`src/rtl/sram_ctrl_pkg.sv`:
```
// Shared constants and types for the 256x96 masked single-port SRAM controller.
package sram_ctrl_pkg;

  localparam int ADDR_W = 8;
  localparam int DATA_W = 96;
  localparam int GRAN_W = 24;
  localparam int MASK_W = DATA_W / GRAN_W;

  typedef struct packed {
    logic              write;
    logic [ADDR_W-1:0] addr;
    logic [MASK_W-1:0] mask;
    logic [DATA_W-1:0] wdata;
  } sram_req_t;

  typedef enum logic [1:0] {
    IDLE  = 2'd0,
    CLEAR = 2'd1,
    DONE  = 2'd2
  } init_state_e;

endpackage

```
`src/rtl/sram_rsp_fifo.sv`:
```
// Read-response FIFO, DEPTH x WIDTH, synchronous active-low reset; storage itself is not reset.
module sram_rsp_fifo #(
  parameter int  DEPTH = 2,
  parameter int  WIDTH = 96,
  localparam int PTR_W = (DEPTH > 1) ? $clog2(DEPTH) : 1,
  localparam int CNT_W = $clog2(DEPTH + 1)
) (
  input  logic             clock,
  input  logic             reset_n,
  input  logic             push,
  input  logic [WIDTH-1:0] push_data,
  input  logic             pop,
  output logic [WIDTH-1:0] pop_data,
  output logic [CNT_W-1:0] count
);

  logic [WIDTH-1:0] mem_q [DEPTH];
  logic [WIDTH-1:0] mem_d [DEPTH];
  logic [PTR_W-1:0] wr_ptr_q, wr_ptr_d;
  logic [PTR_W-1:0] rd_ptr_q, rd_ptr_d;
  logic [CNT_W-1:0] count_q, count_d;

  // Pointers wrap modulo DEPTH, which need not be a power of two.
  function automatic logic [PTR_W-1:0] ptr_inc(input logic [PTR_W-1:0] ptr);
    if (ptr == PTR_W'(DEPTH - 1)) begin
      return '0;
    end else begin
      return ptr + PTR_W'(1);
    end
  endfunction

  assign pop_data = mem_q[rd_ptr_q];
  assign count    = count_q;

  always_comb begin
    mem_d    = mem_q;
    wr_ptr_d = wr_ptr_q;
    rd_ptr_d = rd_ptr_q;
    count_d  = count_q;
    if (push) begin
      mem_d[wr_ptr_q] = push_data;
      wr_ptr_d        = ptr_inc(wr_ptr_q);
    end else begin
      wr_ptr_d = wr_ptr_q;
    end
    if (pop) begin
      rd_ptr_d = ptr_inc(rd_ptr_q);
    end else begin
      rd_ptr_d = rd_ptr_q;
    end
    case ({push, pop})
      2'b10:   count_d = count_q + CNT_W'(1);
      2'b01:   count_d = count_q - CNT_W'(1);
      default: count_d = count_q;
    endcase
  end

  always_ff @(posedge clock) begin
    if (!reset_n) begin
      wr_ptr_q <= '0;
      rd_ptr_q <= '0;
      count_q  <= '0;
    end else begin
      wr_ptr_q <= wr_ptr_d;
      rd_ptr_q <= rd_ptr_d;
      count_q  <= count_d;
    end
  end

  always_ff @(posedge clock) begin
    mem_q <= mem_d;
  end

  sram_rsp_fifo_chk #(
    .DEPTH (DEPTH),
    .CNT_W (CNT_W)
  ) u_chk (
    .clock   (clock),
    .reset_n (reset_n),
    .push    (push),
    .pop     (pop),
    .count   (count_q)
  );

endmodule

```
`src/rtl/sram_rsp_fifo_chk.sv`:
```
// Protocol checks for the read-response FIFO: no push into a full FIFO, no pop from an empty one.
module sram_rsp_fifo_chk #(
  parameter int DEPTH = 2,
  parameter int CNT_W = 2
) (
  input logic             clock,
  input logic             reset_n,
  input logic             push,
  input logic             pop,
  input logic [CNT_W-1:0] count
);

  push_when_full_a: assert property (@(posedge clock) disable iff (!reset_n)
    !(push && (count == CNT_W'(DEPTH))));

  pop_when_empty_a: assert property (@(posedge clock) disable iff (!reset_n)
    !(pop && (count == '0)));

endmodule

```
`src/rtl/sram_rw_port_ctrl.sv`:
```
// Request-side controller for the 256x96 masked single-port SRAM macro (RW0 port).
// Optional post-reset zero sweep of the whole macro when SRAM_CTRL_INIT_CLEAR_EN is defined.
module sram_rw_port_ctrl
  import sram_ctrl_pkg::*;
#(
  parameter int  ADDR_W    = sram_ctrl_pkg::ADDR_W,
  parameter int  DATA_W    = sram_ctrl_pkg::DATA_W,
  parameter int  GRAN_W    = sram_ctrl_pkg::GRAN_W,
  parameter int  RSP_DEPTH = 2,
  localparam int MASK_W    = DATA_W / GRAN_W
) (
  input  logic              clock,
  input  logic              reset_n,
  input  logic              req_valid,
  output logic              req_ready,
  input  logic              req_write,
  input  logic [ADDR_W-1:0] req_addr,
  input  logic [MASK_W-1:0] req_mask,
  input  logic [DATA_W-1:0] req_wdata,
  output logic              rsp_valid,
  input  logic              rsp_ready,
  output logic [DATA_W-1:0] rsp_rdata,
  output logic              init_busy,
  output logic [ADDR_W-1:0] RW0_addr,
  output logic              RW0_en,
  output logic              RW0_wmode,
  output logic [MASK_W-1:0] RW0_wmask,
  output logic [DATA_W-1:0] RW0_wdata,
  input  logic [DATA_W-1:0] RW0_rdata
);

  localparam int CNT_W = $clog2(RSP_DEPTH + 1);

  logic              req_fire_s;
  logic              rsp_fire_s;
  logic              rd_inflight_q, rd_inflight_d;
  logic              init_ready_s;
  logic              sweep_s;
  logic [ADDR_W-1:0] clr_addr_s;
  logic [CNT_W-1:0]  count_s;
  logic [CNT_W:0]    occ_s;

  assign rsp_valid  = (count_s != '0);
  assign rsp_fire_s = rsp_valid & rsp_ready;

  // Slots already owed to reads (queued + in flight), crediting a pop this cycle so a
  // draining consumer sustains one read per cycle through the rsp_ready->req_ready path.
  always_comb begin
    occ_s = {1'b0, count_s} + (CNT_W+1)'(rd_inflight_q) - (CNT_W+1)'(rsp_fire_s);
  end

  assign req_ready  = reset_n & init_ready_s & ~init_busy & (occ_s < (CNT_W+1)'(RSP_DEPTH));
  assign req_fire_s = req_valid & req_ready;

  always_comb begin
    rd_inflight_d = req_fire_s & ~req_write;
  end

  always_ff @(posedge clock) begin
    if (!reset_n) begin
      rd_inflight_q <= 1'b0;
    end else begin
      rd_inflight_q <= rd_inflight_d;
    end
  end

  // The clear sweep owns the macro port while active; otherwise requests pass straight through.
  always_comb begin
    if (sweep_s) begin
      RW0_en    = 1'b1;
      RW0_wmode = 1'b1;
      RW0_addr  = clr_addr_s;
      RW0_wmask = '1;
      RW0_wdata = '0;
    end else begin
      RW0_en    = req_fire_s;
      RW0_wmode = req_write;
      RW0_addr  = req_addr;
      RW0_wmask = req_write ? req_mask : '0;
      RW0_wdata = req_wdata;
    end
  end

  sram_rsp_fifo #(
    .DEPTH (RSP_DEPTH),
    .WIDTH (DATA_W)
  ) u_rsp_fifo (
    .clock     (clock),
    .reset_n   (reset_n),
    .push      (rd_inflight_q),
    .push_data (RW0_rdata),
    .pop       (rsp_fire_s),
    .pop_data  (rsp_rdata),
    .count     (count_s)
  );

`ifdef SRAM_CTRL_INIT_CLEAR_EN
  localparam logic [1:0] ST_IDLE  = IDLE;
  localparam logic [1:0] ST_CLEAR = CLEAR;
  localparam logic [1:0] ST_DONE  = DONE;

  logic [1:0]        init_state_q, init_state_d;
  logic [ADDR_W-1:0] clr_addr_q, clr_addr_d;
  logic              init_busy_q, init_busy_d;

  // IDLE lasts one cycle after reset so init_busy itself reads 0 while reset is held.
  always_comb begin
    init_state_d = init_state_q;
    clr_addr_d   = clr_addr_q;
    init_busy_d  = init_busy_q;
    case (init_state_q)
      ST_IDLE: begin
        init_state_d = ST_CLEAR;
        clr_addr_d   = '0;
        init_busy_d  = 1'b1;
      end
      ST_CLEAR: begin
        if (clr_addr_q == {ADDR_W{1'b1}}) begin
          init_state_d = ST_DONE;
          init_busy_d  = 1'b0;
        end else begin
          clr_addr_d = clr_addr_q + ADDR_W'(1);
        end
      end
      ST_DONE: begin
        init_busy_d = 1'b0;
      end
      default: begin
        init_state_d = ST_IDLE;
        init_busy_d  = 1'b0;
      end
    endcase
  end

  always_ff @(posedge clock) begin
    if (!reset_n) begin
      init_state_q <= ST_IDLE;
      clr_addr_q   <= '0;
      init_busy_q  <= 1'b0;
    end else begin
      init_state_q <= init_state_d;
      clr_addr_q   <= clr_addr_d;
      init_busy_q  <= init_busy_d;
    end
  end

  assign sweep_s      = reset_n & (init_state_q == ST_CLEAR);
  assign clr_addr_s   = clr_addr_q;
  assign init_ready_s = (init_state_q == ST_DONE);
  assign init_busy    = init_busy_q;
`else
  assign sweep_s      = 1'b0;
  assign clr_addr_s   = '0;
  assign init_ready_s = 1'b1;
  assign init_busy    = 1'b0;
`endif

endmodule

```
`config.mk`:
```
export PLATFORM = sky130hd
export DESIGN_NAME = sram_rw_port_ctrl
export DESIGN_NICKNAME = d
export VERILOG_FILES = /design/src/rtl/sram_ctrl_pkg.sv /design/src/rtl/sram_rsp_fifo.sv /design/src/rtl/sram_rsp_fifo_chk.sv /design/src/rtl/sram_rw_port_ctrl.sv
export SDC_FILE = /design/constraint.sdc
export NUM_CORES = 1
export LEC_CHECK = 0
export ABC_AREA = 1
export CAP_MARGIN = 20
export CORE_AREA = 2 2 164 166
export CTS_CLUSTER_DIAMETER = 30
export DETAILED_ROUTE_END_ITERATION = 6
export DIE_AREA = 0 0 166 168
export PLACE_DENSITY = 0.66
export SKIP_LAST_GASP = 1
export SYNTH_ARGS = -nofsm -noshare
export SYNTH_HDL_FRONTEND = slang
export SYNTH_SLANG_ARGS = --single-unit
```
`constraint.sdc`:
```
create_clock -name clock -period 5.5 [get_ports clock]
set_input_delay 1.1 -clock clock [delete_from_list [all_inputs] [get_ports clock]]
set_output_delay 1.1 -clock clock [all_outputs]
set_load 0.02 [all_outputs]
```
# Yosys cells after proc, flatten, opt, wreduce, memory -nomap -nowiden
# Cells that the tools add are included.
[totals]
output_inout_bits = 209
ff_bits = 197
[classes]
eq_ne = 2
order_cmp = 4
n_bitwise = 7
n_mux = 10
addsub = 6
n_reduce_logical = 3
[ops]
columns = ["op", "n"]
rows = [
  ["two-way mux 96 bit", 4],
  ["bitwise mux 192 bit", 1],
  ["demux 96 bit (select 1 bit)", 1],
  ["bitwise AND 1 bit", 4],
  ["greater-or-equal comparator 2 bit (second input constant)", 2],
  ["two-way mux 4 bit", 1],
  ["inverter 1 -> 2 bit", 2],
  ["one-hot mux 2 bit (2 select lines)", 1],
  ["nonzero test 2 bit", 2],
  ["adder 2 x 1 -> 3 bit", 1],
  ["< comparator 3 x 2 -> 1 bit (second input constant)", 1],
  ["subtractor 3 x 1 -> 3 bit", 1],
  ["adder 1 bit (second input constant)", 2],
  ["adder 2 x 1 -> 2 bit (second input constant)", 1],
  ["equality test 2 x 1 -> 1 bit (second input constant)", 1],
  ["equality test 2 bit (second input constant)", 1],
  ["< comparator 2 x 1 -> 1 bit (second input constant)", 1],
  ["two-way mux 1 bit", 2],
  ["subtractor 2 x 1 -> 2 bit (second input constant)", 1],
  ["logical AND 1 bit", 1],
  ["inverter 1 bit", 1],
]

# Depth between registers and ports, before layout
[logic_depth]
depth_word = 7
depth_mapped = 10
ltp_nobuf = 10

# Cells and area by module
# From an unflattened synthesis, not the netlist that was laid out.
[unflattened]
hier_cells = 463
hier_area_um2 = 8146.6
[by_module_without_submodules]
columns = ["mod", "area_each_um2", "seq_area_each_um2", "cells_per_inst", "instances"]
rows = [
  ["sram_rsp_fifo", 7185.6, 5845.6, 329, 1],
  ["sram_rw_port_ctrl", 960.9, 20.0, 134, 1],
]

# Least setup slack after synthesis
# No wires, ideal clock.
[synth_path]
path_kind = "register -> register"
start = "register rd_inflight_q"
end = "register u_rsp_fifo.mem_q[100] (netlist bit) (enable)"
stages_incl_launch_ff = 3
arrival_ns = 4.453
path_slack_ns = 0.495
setup_ns = 0.552
required_time_ns = 4.948
cell_sequence = "dfxtp_1 inv_1 nor2_1"
[synth_rtl]
columns = ["element", "line_no", "text"]
rows = [
  ["start, declared", "sram_rw_port_ctrl.sv:36", "logic rd_inflight_q, rd_inflight_d;"],
  ["start signal, assigned", "sram_rw_port_ctrl.sv:63", "rd_inflight_q <= rd_inflight_d;"],
  ["end signal, assigned", "sram_rsp_fifo.sv:71", "mem_q <= mem_d;"],
  ["end, declared", "sram_rsp_fifo.sv:17", "logic [WIDTH-1:0] mem_q [DEPTH];"],
]
# No word-level cell between the ends.

# Worst setup path in the final report
[layout_path]
start = "input rsp_ready"
end = "output RW0_en"
[layout_between]
elab_chain_cells = 5
[layout_rtl]
columns = ["element", "line_no", "text"]
rows = [
  ["start, declared", "sram_rw_port_ctrl.sv:21", "input logic rsp_ready,"],
  ["bitwise AND 1 bit", "sram_rw_port_ctrl.sv:44", "assign rsp_fire_s = rsp_valid & rsp_ready;"],
  ["subtractor 3 x 1 -> 3 bit", "sram_rw_port_ctrl.sv:49", "occ_s = {1'b0, count_s} + (CNT_W+1)'(rd_inflight_q) - (CNT_W+1)'(rsp_fire_s);"],
  ["< comparator 3 x 2 -> 1 bit", "sram_rw_port_ctrl.sv:52", "assign req_ready = reset_n & init_ready_s & ~init_busy & (occ_s < (CNT_W+1)'(RSP_DEPTH));"],
  ["bitwise AND 1 bit", "sram_rw_port_ctrl.sv:52", ""],
  ["bitwise AND 1 bit", "sram_rw_port_ctrl.sv:53", "assign req_fire_s = req_valid & req_ready;"],
  ["end, declared", "sram_rw_port_ctrl.sv:25", "output logic RW0_en,"],
]
# Every way passes these cells.

==> results_dict.tcl <==
set metrics [dict create \
    crit_top_cell "inv_1" \
    final_hold_viol_count 0 \
    gp_congestion 0.942 \
    clock_skew_ps 15.4 \
    die_w_um 166 \
    antennaDiodeCount 0 \
    syn_inst 669 \
    max_freq_mhz 218 \
    wl_um 23900 \
    fin_crit_ps 4590 \
    switching_share 0.242 \
    r2r_cells 3 \
    netlist_area_um2 8160 \
    dr_wl_met3_um 3230 \
    combinationalPowerShare 0.118 \
    route.layer.met1.wl_um 7530 \
    syn_to_final_growth_pct 27.1 \
    slowest_delay_ps 610 \
    grt_use_total 0.167 \
    ys_types 17 \
    top_layer "met4" \
    worst_pin_slew_ps 1070 \
    numCtsBuffers 17 \
    status "finished, final reports clean" \
    finalMaxSlewViolations 0 \
    antenna_found_initial 0 \
    setup-violations-final 0 \
    post_cts_resized 0 \
    synth_top_area_frac 0.707 \
    post_cts_buffers 0 \
    r2r_slack_ps 3320 \
    critPathArrivalTime_ps 3490 \
    io_buffer_count 208 \
    cts.path.max_buffers 2 \
    die_area_um2 27900 \
    fin_area_um2 10400 \
    power_switching_mw 0.813 \
    power_frac_clock 0.378 \
    firstDrtPassIters 6 \
    post-route-util 0.393 \
    tns_ps 0 \
    cap_violations 0 \
    hold_slack_ps 544 \
    fillCellCount 2448 \
    grt_pass1_vias 5014 \
    postSynthAreaPerCell_um2 12.2 \
    fin_ws_ps 911 \
    ir_drop_uv 167 \
    row_count 60 \
    overflow 0 \
    crit_path_top_delay_cell "clkdlybuf4s50_1" \
    clock_latency_ps 430 \
    yosys_warnings 0 \
    dp_slack_ps 924 \
    vias_per_cell 4.37 \
    required_ps 4400 \
    timing.rr.start "rd_inflight_q" \
    ant_nets 0 \
    cts_sinks 197 \
    path_cells "clkdlybuf4s50_1 -> inv_1 -> nor2_1 -> nand3_1 -> nand2_1 -> inv_1 -> fa_1 -> nand2_1 -> inv_1 -> nand3_1 -> nor2_1 -> clkdlybuf4s50_1" \
    yosys-top-cells-area "edfxtp_1 71%, nand2_1 14%, buf_4 9.8%" \
    io_pins 418 \
    cts_tree "built" \
    wl_per_cell_um 21.2 \
    hpwl_um 17100 \
    hold_class "flop to flop" \
    grt_pass1_wl_um 34000 \
    layout.nets 983 \
    finalCritPeriodShare 0.834 \
    min_from "u_rsp_fifo.wr_ptr_q" \
    leakage_nw 3.88 \
    drive_gt1_frac 0.0598 \
    critPathMaxFanout 4 \
    crit_path_end "RW0_en" \
    endpoint_kind "output pin" \
    cts-htree-levels 4 \
    ys_ff_latch 197 \
    ys_seq_area_frac 0.719 \
    regToRegEndpoint "u_rsp_fifo.mem_q[29]" \
    drtIter0Drc 219 \
    powerDensity_nw_per_um2 324 \
    synth_area_leader_cell "edfxtp_1" \
    path_class "input pin to output pin" \
    hold_buffers 0 \
    cts.clk_slew.worst_paths_ps 80 \
    initial_core_util 0.309 \
    grt_max_degree 93 \
    seqPwrFrac 0.504 \
    wl_met2_um 12700 \
    root_buffer "clkbuf_16" \
    crit_path_start "rsp_ready" \
    synth_nets 879 \
    grt_setup_unrepaired "no" \
    via_count 4923 \
    drc 0 \
    relSlewSlack 0.289 \
    place_area_um2 9780 \
    internal_power_mw 2.55 \
    chipHeight_um 168 \
    crit_path_start_kind "input pin" \
    core_area_um2 26400 \
]
[flip-flops by register name, indices dropped and copies added, names as in the netlist]
signal               cells
u_rsp_fifo.wr_ptr_q      1
u_rsp_fifo.mem_q       192
u_rsp_fifo.count         2
rd_inflight_q            1
u_rsp_fifo.rd_ptr_q      1
[Yosys cell counts (all sizes together)]
| cell type | count |
|---|---|
| edfxtp | 192 |
| nand2 | 305 |
| conb | 1 |
| buf | 127 |
| dfxtp | 5 |
| a21oi | 2 |
| fa | 1 |
| nand3 | 3 |
| nor3 | 2 |
| o21ai | 3 |
| inv | 19 |
| nor2 | 9 |
[kinds of logic after synthesis]
family	Yosys count	synth area share
DFF	197	0.719
other	1	0.000460
adders and majority gates	1	0.00245
buffers and inverters	146	0.124
AOI/OAI and AO/OA	5	0.00307
and+or+nand+nor	319	0.151
[cell type report]
class / count / area (µm²) / share of cell area
flip-flops and latches: 197 / 5870 / 0.566
repair buffers: 212 / 2120 / 0.205
multi-input cells: 326 / 1280 / 0.124
clock buffers: 18 / 429 / 0.0414
well taps: 341 / 427 / 0.0412
clock inverters: 14 / 151 / 0.0146
inverters: 19 / 76.3 / 0.00737
[worst min path at each step]
stage                          end  slack [ps]  depth (start not counted)
2_1_floorplan  u_rsp_fifo.wr_ptr_q         490                          2
3_3_place_gp   u_rsp_fifo.wr_ptr_q         530                          2
3_5_place_dp   u_rsp_fifo.wr_ptr_q         530                          2
4_1_cts        u_rsp_fifo.wr_ptr_q         540                          2
5_1_grt        u_rsp_fifo.wr_ptr_q         580                          2
6_report       u_rsp_fifo.wr_ptr_q         540                          2
[layout by cell type, fill, tap and decap left out]
master and instances:
clkdlybuf4s50_1 208, inv_4 2, fa_1 1, clkinv_2 2, conb_1 1, nor2_1 8
inv_1 17, clkinv_1 2, nand2_2 10, dfxtp_4 1, nand2_1 295, buf_4 3
edfxtp_1 192, o21ai_0 3, clkbuf_1 1, dfxtp_1 4, a21oi_1 2, buf_12 1
inv_6 1, clkbuf_16 17, clkinvlp_4 3, nor3_1 2, inv_8 3, bufinv_16 2
nor2_4 1, clkinv_4 1, nand3_1 3
[metrics by stage]
stage,total power [mW],std cells
finish,3.36,1127
global route,3.49,1127
CTS,3.40,1127
detailed placement,2.13,1095
global placement,2.12,1095
floorplan,2.01,669
[metal layers]
metal / vias up / GRT usage
li1: 2295 / -
met1: 2293 / 0.153
met2: 300 / 0.305
met3: 35 / 0.102
met4: 0 / 0.0518
met5: - / 0
[worst max-delay path: cells and delay by family]
kind / cells / cell delay [ps]
fa+ha+maj: 1 / 470
simple gates: 6 / 660
buf+inv: 5 / 1250
[power groups by stage]
stage | Clock (mW) | Sequential [mW] | Combinational (mW)
detailed placement | 0 | 1.73 | 0.399
global placement | 0 | 1.73 | 0.395
CTS | 1.30 | 1.69 | 0.402
finish | 1.27 | 1.69 | 0.397
global route | 1.37 | 1.70 | 0.425
floorplan | 0 | 1.73 | 0.285
(Power assumes the default switching activity.)
